**config.mk**
```make
export PLATFORM = sky130hd
export DESIGN_NAME = lbist_sched_flat
export DESIGN_NICKNAME = d
export VERILOG_FILES = /design/src/rtl/lbist_sched_if.sv /design/src/rtl/lbist_sched.sv /design/src/flat_wrapper.sv
export SDC_FILE = /design/constraint.sdc
export NUM_CORES = 1
export LEC_CHECK = 0
export CAP_MARGIN = 20
export CORE_AREA = 2 2 145 147
export CTS_BUF_LIST = sky130_fd_sc_hd__clkbuf_4 sky130_fd_sc_hd__clkbuf_8
export DETAILED_ROUTE_END_ITERATION = 8
export DIE_AREA = 0 0 147 149
export HOLD_SLACK_MARGIN = 0.15
export SKIP_CTS_REPAIR_TIMING = 1
export SLEW_MARGIN = 20
export SYNTH_ARGS = -nofsm -noshare
export SYNTH_HDL_FRONTEND = slang
export SYNTH_SLANG_ARGS = --single-unit
```
**constraint.sdc**
```tcl
create_clock -name mclk -period 3.5 [get_ports mclk]
set_clock_uncertainty 0.2 [all_clocks]
set_input_delay 1.05 -clock mclk [delete_from_list [all_inputs] [get_ports mclk]]
set_output_delay 1.05 -clock mclk [all_outputs]
set_load 0.01 [all_outputs]
```
**src/rtl/lbist_sched_if.sv**
```systemverilog
// LBIST engine handshake bundle: start/config toward the engine, done/signature back.
// The master side is the scheduler; the slave side is the LBIST engine.
interface lbist_sched_if;
  logic        lbist_start;
  logic [15:0] cfg_lbist_pat;
  logic [15:0] cfg_chain_depth;
  logic        core_srst;
  logic        lbist_done;
  logic [31:0] lbist_sig;

  modport master (
    output lbist_start,
    output cfg_lbist_pat,
    output cfg_chain_depth,
    output core_srst,
    input  lbist_done,
    input  lbist_sig
  );

  modport slave (
    input  lbist_start,
    input  cfg_lbist_pat,
    input  cfg_chain_depth,
    input  core_srst,
    output lbist_done,
    output lbist_sig
  );
endinterface

```
**src/rtl/lbist_sched.sv**
```systemverilog
// LBIST session scheduler: walks a table of NUM_SESS sessions, launches the LBIST engine
// for every enabled slot, compares each signature against its golden value and reports
// per-session and overall pass/fail. Abort and (optionally) a per-session watchdog send
// the engine through a 2-cycle software reset.
// Build option: define LBIST_SCHED_TIMEOUT_EN to include the WAIT_DONE watchdog.
module lbist_sched #(
  parameter int NUM_SESS = 4,
  parameter int SIDX_W   = 2
) (
  input  logic                     mclk,
  input  logic                     srst,
  input  logic                     sched_start,
  input  logic                     sched_abort,
  input  logic [NUM_SESS-1:0]      cfg_sess_en,
  input  logic [16*NUM_SESS-1:0]   cfg_pat,
  input  logic [16*NUM_SESS-1:0]   cfg_depth,
  input  logic [32*NUM_SESS-1:0]   cfg_gold_sig,
  input  logic [23:0]              cfg_timeout,
  lbist_sched_if.master            eng,
  output logic                     sched_busy,
  output logic                     sched_done,
  output logic                     sched_pass,
  output logic                     sched_abort_flag,
  output logic [NUM_SESS-1:0]      sess_fail,
  output logic [NUM_SESS-1:0]      sess_tmo,
  output logic [SIDX_W-1:0]        cur_sess
);

  typedef enum logic [2:0] {
    StIdle, StLoad, StStart, StWaitDone, StCheck, StNext, StCoreRst, StFinish
  } state_e;

  localparam logic [SIDX_W-1:0] LastSess = SIDX_W'(NUM_SESS - 1);

  state_e              state_q, state_d;
  logic                start_q, done_q;
  logic [SIDX_W-1:0]   sess_q, sess_d;
  logic [NUM_SESS-1:0] fail_q, fail_d;
  logic                sdone_q, sdone_d;
  logic                pass_q, pass_d;
  logic                abort_q, abort_d;
  logic [15:0]         pat_q, pat_d;
  logic [15:0]         depth_q, depth_d;
  logic                rst_cnt_q, rst_cnt_d;
  logic                start_edge, done_edge, abort_go;

`ifdef LBIST_SCHED_TIMEOUT_EN
  logic [NUM_SESS-1:0] tmo_q, tmo_d;
  logic [23:0]         wd_q, wd_d;
  logic                tmo_hit;

  // Fires on the cfg_timeout-th WAIT_DONE cycle; zero limit disables the watchdog.
  assign tmo_hit  = (cfg_timeout != 24'd0) && ((wd_q + 24'd1) == cfg_timeout);
  assign sess_tmo = tmo_q;
`else
  logic unused_timeout;
  assign unused_timeout = ^cfg_timeout;
  assign sess_tmo       = '0;
`endif

  assign start_edge = sched_start & ~start_q;
  assign done_edge  = eng.lbist_done & ~done_q;

  // Abort is honoured everywhere but IDLE and CORE_RST; an already-aborted FINISH is
  // not re-aborted so a held abort level cannot loop FINISH <-> CORE_RST.
  assign abort_go = sched_abort && (state_q != StIdle) && (state_q != StCoreRst) &&
                    !((state_q == StFinish) && abort_q);

  // Next-state and register-update decode.
  always_comb begin
    state_d   = state_q;
    sess_d    = sess_q;
    fail_d    = fail_q;
    sdone_d   = sdone_q;
    pass_d    = pass_q;
    abort_d   = abort_q;
    pat_d     = pat_q;
    depth_d   = depth_q;
    rst_cnt_d = 1'b0;
`ifdef LBIST_SCHED_TIMEOUT_EN
    tmo_d     = tmo_q;
    wd_d      = wd_q;
`endif
    if (abort_go) begin
      // Abort wins over a same-cycle done edge, mismatch or timeout.
      abort_d = 1'b1;
      state_d = StCoreRst;
    end else begin
      unique case (state_q)
        StIdle: begin
          if (start_edge) begin
            fail_d  = '0;
            sdone_d = 1'b0;
            pass_d  = 1'b0;
            abort_d = 1'b0;
            sess_d  = '0;
`ifdef LBIST_SCHED_TIMEOUT_EN
            tmo_d   = '0;
`endif
            state_d = StLoad;
          end
        end
        StLoad: begin
          if (!cfg_sess_en[sess_q]) begin
            state_d = StNext;
          end else begin
            pat_d   = cfg_pat[16*sess_q +: 16];
            depth_d = cfg_depth[16*sess_q +: 16];
`ifdef LBIST_SCHED_TIMEOUT_EN
            wd_d    = '0;
`endif
            state_d = StStart;
          end
        end
        StStart: state_d = StWaitDone;
        StWaitDone: begin
`ifdef LBIST_SCHED_TIMEOUT_EN
          wd_d = wd_q + 24'd1;
`endif
          // Only a fresh rising edge counts; a level left over from the last session is ignored.
          if (done_edge) begin
            state_d = StCheck;
          end
`ifdef LBIST_SCHED_TIMEOUT_EN
          else if (tmo_hit) begin
            fail_d[sess_q] = 1'b1;
            tmo_d[sess_q]  = 1'b1;
            state_d        = StCoreRst;
          end
`endif
        end
        StCheck: begin
          if (eng.lbist_sig != cfg_gold_sig[32*sess_q +: 32]) begin
            fail_d[sess_q] = 1'b1;
          end
          state_d = StNext;
        end
        StNext: begin
          if (sess_q == LastSess) begin
            state_d = StFinish;
          end else begin
            sess_d  = sess_q + SIDX_W'(1);
            state_d = StLoad;
          end
        end
        StCoreRst: begin
          if (rst_cnt_q) begin
            state_d = abort_q ? StFinish : StNext;
          end else begin
            rst_cnt_d = 1'b1;
          end
        end
        StFinish: begin
          sdone_d = 1'b1;
          pass_d  = ~|fail_q & ~abort_q;
          state_d = StIdle;
        end
        default: state_d = StIdle;
      endcase
    end
  end

  // State and datapath registers with synchronous reset.
  always_ff @(posedge mclk) begin
    if (srst) begin
      state_q   <= StIdle;
      start_q   <= 1'b0;
      done_q    <= 1'b0;
      sess_q    <= '0;
      fail_q    <= '0;
      sdone_q   <= 1'b0;
      pass_q    <= 1'b0;
      abort_q   <= 1'b0;
      pat_q     <= '0;
      depth_q   <= '0;
      rst_cnt_q <= 1'b0;
    end else begin
      state_q   <= state_d;
      start_q   <= sched_start;
      done_q    <= eng.lbist_done;
      sess_q    <= sess_d;
      fail_q    <= fail_d;
      sdone_q   <= sdone_d;
      pass_q    <= pass_d;
      abort_q   <= abort_d;
      pat_q     <= pat_d;
      depth_q   <= depth_d;
      rst_cnt_q <= rst_cnt_d;
    end
  end

`ifdef LBIST_SCHED_TIMEOUT_EN
  // Watchdog counter and per-session timeout flags.
  always_ff @(posedge mclk) begin
    if (srst) begin
      tmo_q <= '0;
      wd_q  <= '0;
    end else begin
      tmo_q <= tmo_d;
      wd_q  <= wd_d;
    end
  end
`endif

  assign eng.lbist_start     = (state_q == StStart) || (state_q == StWaitDone);
  assign eng.core_srst       = (state_q == StCoreRst);
  assign eng.cfg_lbist_pat   = pat_q;
  assign eng.cfg_chain_depth = depth_q;
  assign sched_busy          = (state_q != StIdle);
  assign sched_done          = sdone_q;
  assign sched_pass          = pass_q;
  assign sched_abort_flag    = abort_q;
  assign sess_fail           = fail_q;
  assign cur_sess            = sess_q;

endmodule

```
**src/flat_wrapper.sv**
```systemverilog
// flat-port wrapper written by rule: the top's interface ports become plain ports
module lbist_sched_flat 
#(
  parameter int NUM_SESS = 4,
  parameter int SIDX_W   = 2
)
  (mclk, srst, sched_start, sched_abort, cfg_sess_en, cfg_pat, cfg_depth, cfg_gold_sig, cfg_timeout, sched_busy, sched_done, sched_pass, sched_abort_flag, sess_fail, sess_tmo, cur_sess, eng_lbist_start, eng_cfg_lbist_pat, eng_cfg_chain_depth, eng_core_srst, eng_lbist_done, eng_lbist_sig);
  lbist_sched_if eng_i ();
  input  logic mclk;
  input  logic srst;
  input  logic sched_start;
  input  logic sched_abort;
  input  logic [NUM_SESS-1:0] cfg_sess_en;
  input  logic [16*NUM_SESS-1:0] cfg_pat;
  input  logic [16*NUM_SESS-1:0] cfg_depth;
  input  logic [32*NUM_SESS-1:0] cfg_gold_sig;
  input  logic [23:0] cfg_timeout;
  output logic sched_busy;
  output logic sched_done;
  output logic sched_pass;
  output logic sched_abort_flag;
  output logic [NUM_SESS-1:0] sess_fail;
  output logic [NUM_SESS-1:0] sess_tmo;
  output logic [SIDX_W-1:0] cur_sess;
  output wire logic [$bits(eng_i.lbist_start)-1:0] eng_lbist_start;
  output wire logic [$bits(eng_i.cfg_lbist_pat)-1:0] eng_cfg_lbist_pat;
  output wire logic [$bits(eng_i.cfg_chain_depth)-1:0] eng_cfg_chain_depth;
  output wire logic [$bits(eng_i.core_srst)-1:0] eng_core_srst;
  input wire logic [$bits(eng_i.lbist_done)-1:0] eng_lbist_done;
  input wire logic [$bits(eng_i.lbist_sig)-1:0] eng_lbist_sig;
  assign eng_lbist_start = eng_i.lbist_start;
  assign eng_cfg_lbist_pat = eng_i.cfg_lbist_pat;
  assign eng_cfg_chain_depth = eng_i.cfg_chain_depth;
  assign eng_core_srst = eng_i.core_srst;
  assign eng_i.lbist_done = eng_lbist_done;
  assign eng_i.lbist_sig = eng_lbist_sig;
  lbist_sched #(.NUM_SESS(NUM_SESS), .SIDX_W(SIDX_W)) u_core (.mclk(mclk), .srst(srst), .sched_start(sched_start), .sched_abort(sched_abort), .cfg_sess_en(cfg_sess_en), .cfg_pat(cfg_pat), .cfg_depth(cfg_depth), .cfg_gold_sig(cfg_gold_sig), .cfg_timeout(cfg_timeout), .eng(eng_i), .sched_busy(sched_busy), .sched_done(sched_done), .sched_pass(sched_pass), .sched_abort_flag(sched_abort_flag), .sess_fail(sess_fail), .sess_tmo(sess_tmo), .cur_sess(cur_sess));
endmodule
```
==> impl_metrics.env <==
export IMPL_status="completed"
export IMPL_mostFrequentLayoutCell="clkdlybuf4s50_1"
export IMPL_drv_cap=0
export IMPL_min_period_ns=3.15
export IMPL_port_buffers=340
export IMPL_worst_path_buf_inv=1
export IMPL_synth_cell_type_count=46
export IMPL_drc_errors=0
export IMPL_worst_pin_slew_ns=0.665
export IMPL_synthCells=393
export IMPL_die_h_um=149
export IMPL_rows=53
export IMPL_timing_worst_setup_path_type="in2reg"
export IMPL_core_sq_um=20600
export IMPL_p_switching_mw=0.692
export IMPL_p_leak_nw=2.50
export IMPL_ys_ff_latch=47
export IMPL_cts_inserted_buffers=5
export IMPL_met2_usage=0.293
export IMPL_clk_path_buf_depth=2
export IMPL_r2r_cells=6
export IMPL_dp_cells=984
export IMPL_design_area_sq_um=7760
export IMPL_critPathTopFamily="simple AND/OR/NAND/NOR gates"
export IMPL_r2r_start="u_core.cur_sess[0]$_SDFFE_PP0P_"
export IMPL_yosysTopAreaCell="mux4_2"
export IMPL_sw_frac_of_total=0.307
export IMPL_first_pass_iters=4
export IMPL_seq_power_share=0.306
export IMPL_dieArea_sq_um=21900
export IMPL_cp_required_ns=3.49
export IMPL_drtIter0Drc=96
export IMPL_power_mw=2.25
export IMPL_use_met1=0.161
export IMPL_cellPowerDensity_nw_per_um2=290
export IMPL_critical_path_depth=7
export IMPL_antenna_found_initial=0
export IMPL_grt_util_all_layers=0.148
export IMPL_ir_drop_mv=0.178
export IMPL_finalHoldViolCount=0
export IMPL_start_kind="input port"
export IMPL_routabilityCongestion=0.780
export IMPL_yosysTopAreaCellShare=0.283
export IMPL_grt_pass1_wl_um=25200
export IMPL_rsz0062_at_grt="no"
export IMPL_synth_seq_area_share=0.236
export IMPL_fmax_mhz=317
export IMPL_hold_end="u_core.eng.cfg_lbist_pat[9]$_SDFFE_PP0P_"
export IMPL_gr_total_overflow=0
export IMPL_drt_total_wl_um=17100
export IMPL_min_from="u_core.eng.cfg_lbist_pat[9]$_SDFFE_PP0P_"
export IMPL_synthToLayoutAreaGrowth_pct=95.1
export IMPL_worstPathArrival_ns=3.14
export IMPL_clkSinkCount=47
export IMPL_num_antenna_cells=0
export IMPL_die_width_um=147
export IMPL_hold_depth=2
export IMPL_grt_pass1_vias=4521
export IMPL_vias=4368
export IMPL_yosys_warnings=0
export IMPL_nets=1041
export IMPL_final_cell_mix="clkdlybuf4s50_1, nand2_1, mux4_2, dfxtp_1, a21oi_1"
export IMPL_internal_power_mw=1.56
export IMPL_fin_ws_ns=0.347
export IMPL_grt_busiest_layer="met2"
export IMPL_crit_slowest_cell="mux4_1"
export IMPL_power_share_clock=0.210
export IMPL_max_slew_margin=0.557
export IMPL_synth_area_leaders="mux4_2, dfxtp_1, nand2_1, xnor2_1, a21oi_1"
export IMPL_finalCritPeriodShare=0.901
export IMPL_r2r_end="u_core.sess_fail[1]$_SDFFE_PP0P_"
export IMPL_end_kind="register"
export IMPL_cp_max_fo=4
export IMPL_htree_levels=2
export IMPL_tns_ns=0
export IMPL_hpwl_um=14500
export IMPL_synth_area_sq_um=3980
export IMPL_clkTransAtPathRegs_ns=0.09
export IMPL_placed_area_sq_um=7630
export IMPL_cts_tree="yes"
export IMPL_grt_max_degree=48
export IMPL_cts_root_buffer="clkbuf_8"
export IMPL_start_util=0.194
export IMPL_slew_violations=0
export IMPL_crit_chain="clkdlybuf4s50_1 -> mux4_1 -> xnor2_1 -> nand4_1 -> or4_1 -> nor3_2 -> a31oi_1"
export IMPL_drive_gt1_frac=0.106
export IMPL_met3_usage=0.0394
export IMPL_reg2reg_slack_ns=0.67
export IMPL_pwr_share_comb=0.484
export IMPL_avgSynthCellArea_sq_um=10.1
export IMPL_ant_nets=0
export IMPL_wl_per_cell_um=17.2
export IMPL_hp_class="reg2reg"
export IMPL_dpl_worst_slack_ns=-0.0141
export IMPL_clkLatencyLatePin_ns=0.30
export IMPL_io_pins=369
export IMPL_worst_path_largest_cell_delay_ns=0.51
export IMPL_vias_per_cell=4.40
export IMPL_setup_violations=0
export IMPL_final_cell_count_no_fill=992
-- cell type report --
type	instances	area, sq um
well taps	275	344
fillers	2103	12800
clock inverters	3	67.6
clock buffers	5	68.8
flip-flops and latches	47	948
multi-input cells	309	2850
repair buffers	348	3470
inverters	5	18.8
-- metrics by stage --
stage / hold slack [ns] / util
4_1_cts: 0.258 / 0.378
5_1_grt: 0.278 / 0.378
3_3_place_gp: 0.242 / 0.371
6_report: 0.255 / 0.378
3_5_place_dp: 0.246 / 0.371
2_1_floorplan: 0.281 / -
-- flip-flops by register name, indices dropped and copies added, names as in the netlist, 2 cells and up --
| name | flops |
|---|---|
| u_core.eng.cfg_lbist_pat | 16 |
| u_core.sess_fail | 4 |
| u_core.state_q | 3 |
| u_core.eng.cfg_chain_depth | 16 |
| u_core.cur_sess | 2 |
-- cell families (layout without fill, tap and decap cells) --
kind of cell	count (synthesis)	in the layout	share of synthesized area
AOI/OAI and AO/OA	70	70	0.107
xor gates and xnor gates	35	35	0.0770
adders and majority gates	4	4	0.0126
buffers and inverters	40	361	0.0525
DFF	47	47	0.236
muxes	75	75	0.375
other	1	4	0.000942
and+or+nand+nor	121	121	0.139
-- metal layers --
layer,share of wire,routed length [um]
met5,0,0
met4,0.0067,114
met3,0.082,1410
met2,0.55,9320
met1,0.36,6220
-- worst reg2reg max path: stages, from the launching register on --
cell     delay [ns]
dfxtp_4        0.69
mux4_1         0.64
xnor2_1        0.18
nand4_1        0.14
or4_1          0.44
nor3_2         0.30
a31oi_1        0.12
-- worst max-delay path by stage --
stage,slack [ns],to,startpoint
after floorplan,0.62,u_core.sess_fail[0]$_SDFFE_PP0P_,cfg_gold_sig[104]
after global placement,-0.03,u_core.sess_fail[0]$_SDFFE_PP0P_,cfg_gold_sig[37]
after detailed placement,-0.01,u_core.sess_fail[2]$_SDFFE_PP0P_,cfg_gold_sig[37]
after CTS,0.34,u_core.sess_fail[1]$_SDFFE_PP0P_,cfg_gold_sig[37]
after global routing,0.19,u_core.sess_fail[1]$_SDFFE_PP0P_,cfg_gold_sig[44]
final,0.35,u_core.sess_fail[1]$_SDFFE_PP0P_,cfg_gold_sig[44]
-- power groups by stage --
stage / Clock, mW / Combinational (mW) / Sequential, mW
6_report: 0.473 / 1.09 / 0.689
5_1_grt: 0.513 / 1.18 / 0.703
4_1_cts: 0.496 / 1.11 / 0.688
3_5_place_dp: 0 / 1.10 / 0.701
3_3_place_gp: 0 / 1.10 / 0.701
2_1_floorplan: 0 / 0.532 / 0.675
-- cells in the mapped netlist, drive strengths merged --
master and n:
nand2 74, mux4 57, dfxtp 47, a21oi 42, xnor2 29, clkbuf 20, mux2i 17, buf 15
nor2 11, nor3 7, a31oi 6, xor2 6, a22oi 5, inv 5, nand4 5, or3 5
ha 4, nand2b 4, nor2b 4, o2bb2ai 4, nor4 3, a2111oi 2, nand3 2, o22ai 2
or4 2, a211oi 1, a21boi 1, a21o 1, a2bb2oi 1, conb 1, mux2 1, nor3b 1
nor4b 1, o2111ai 1, o211a 1, o211ai 1, o21a 1, o21ai 1, or2 1, or3b 1
Power figures use the tool's default switching activity.
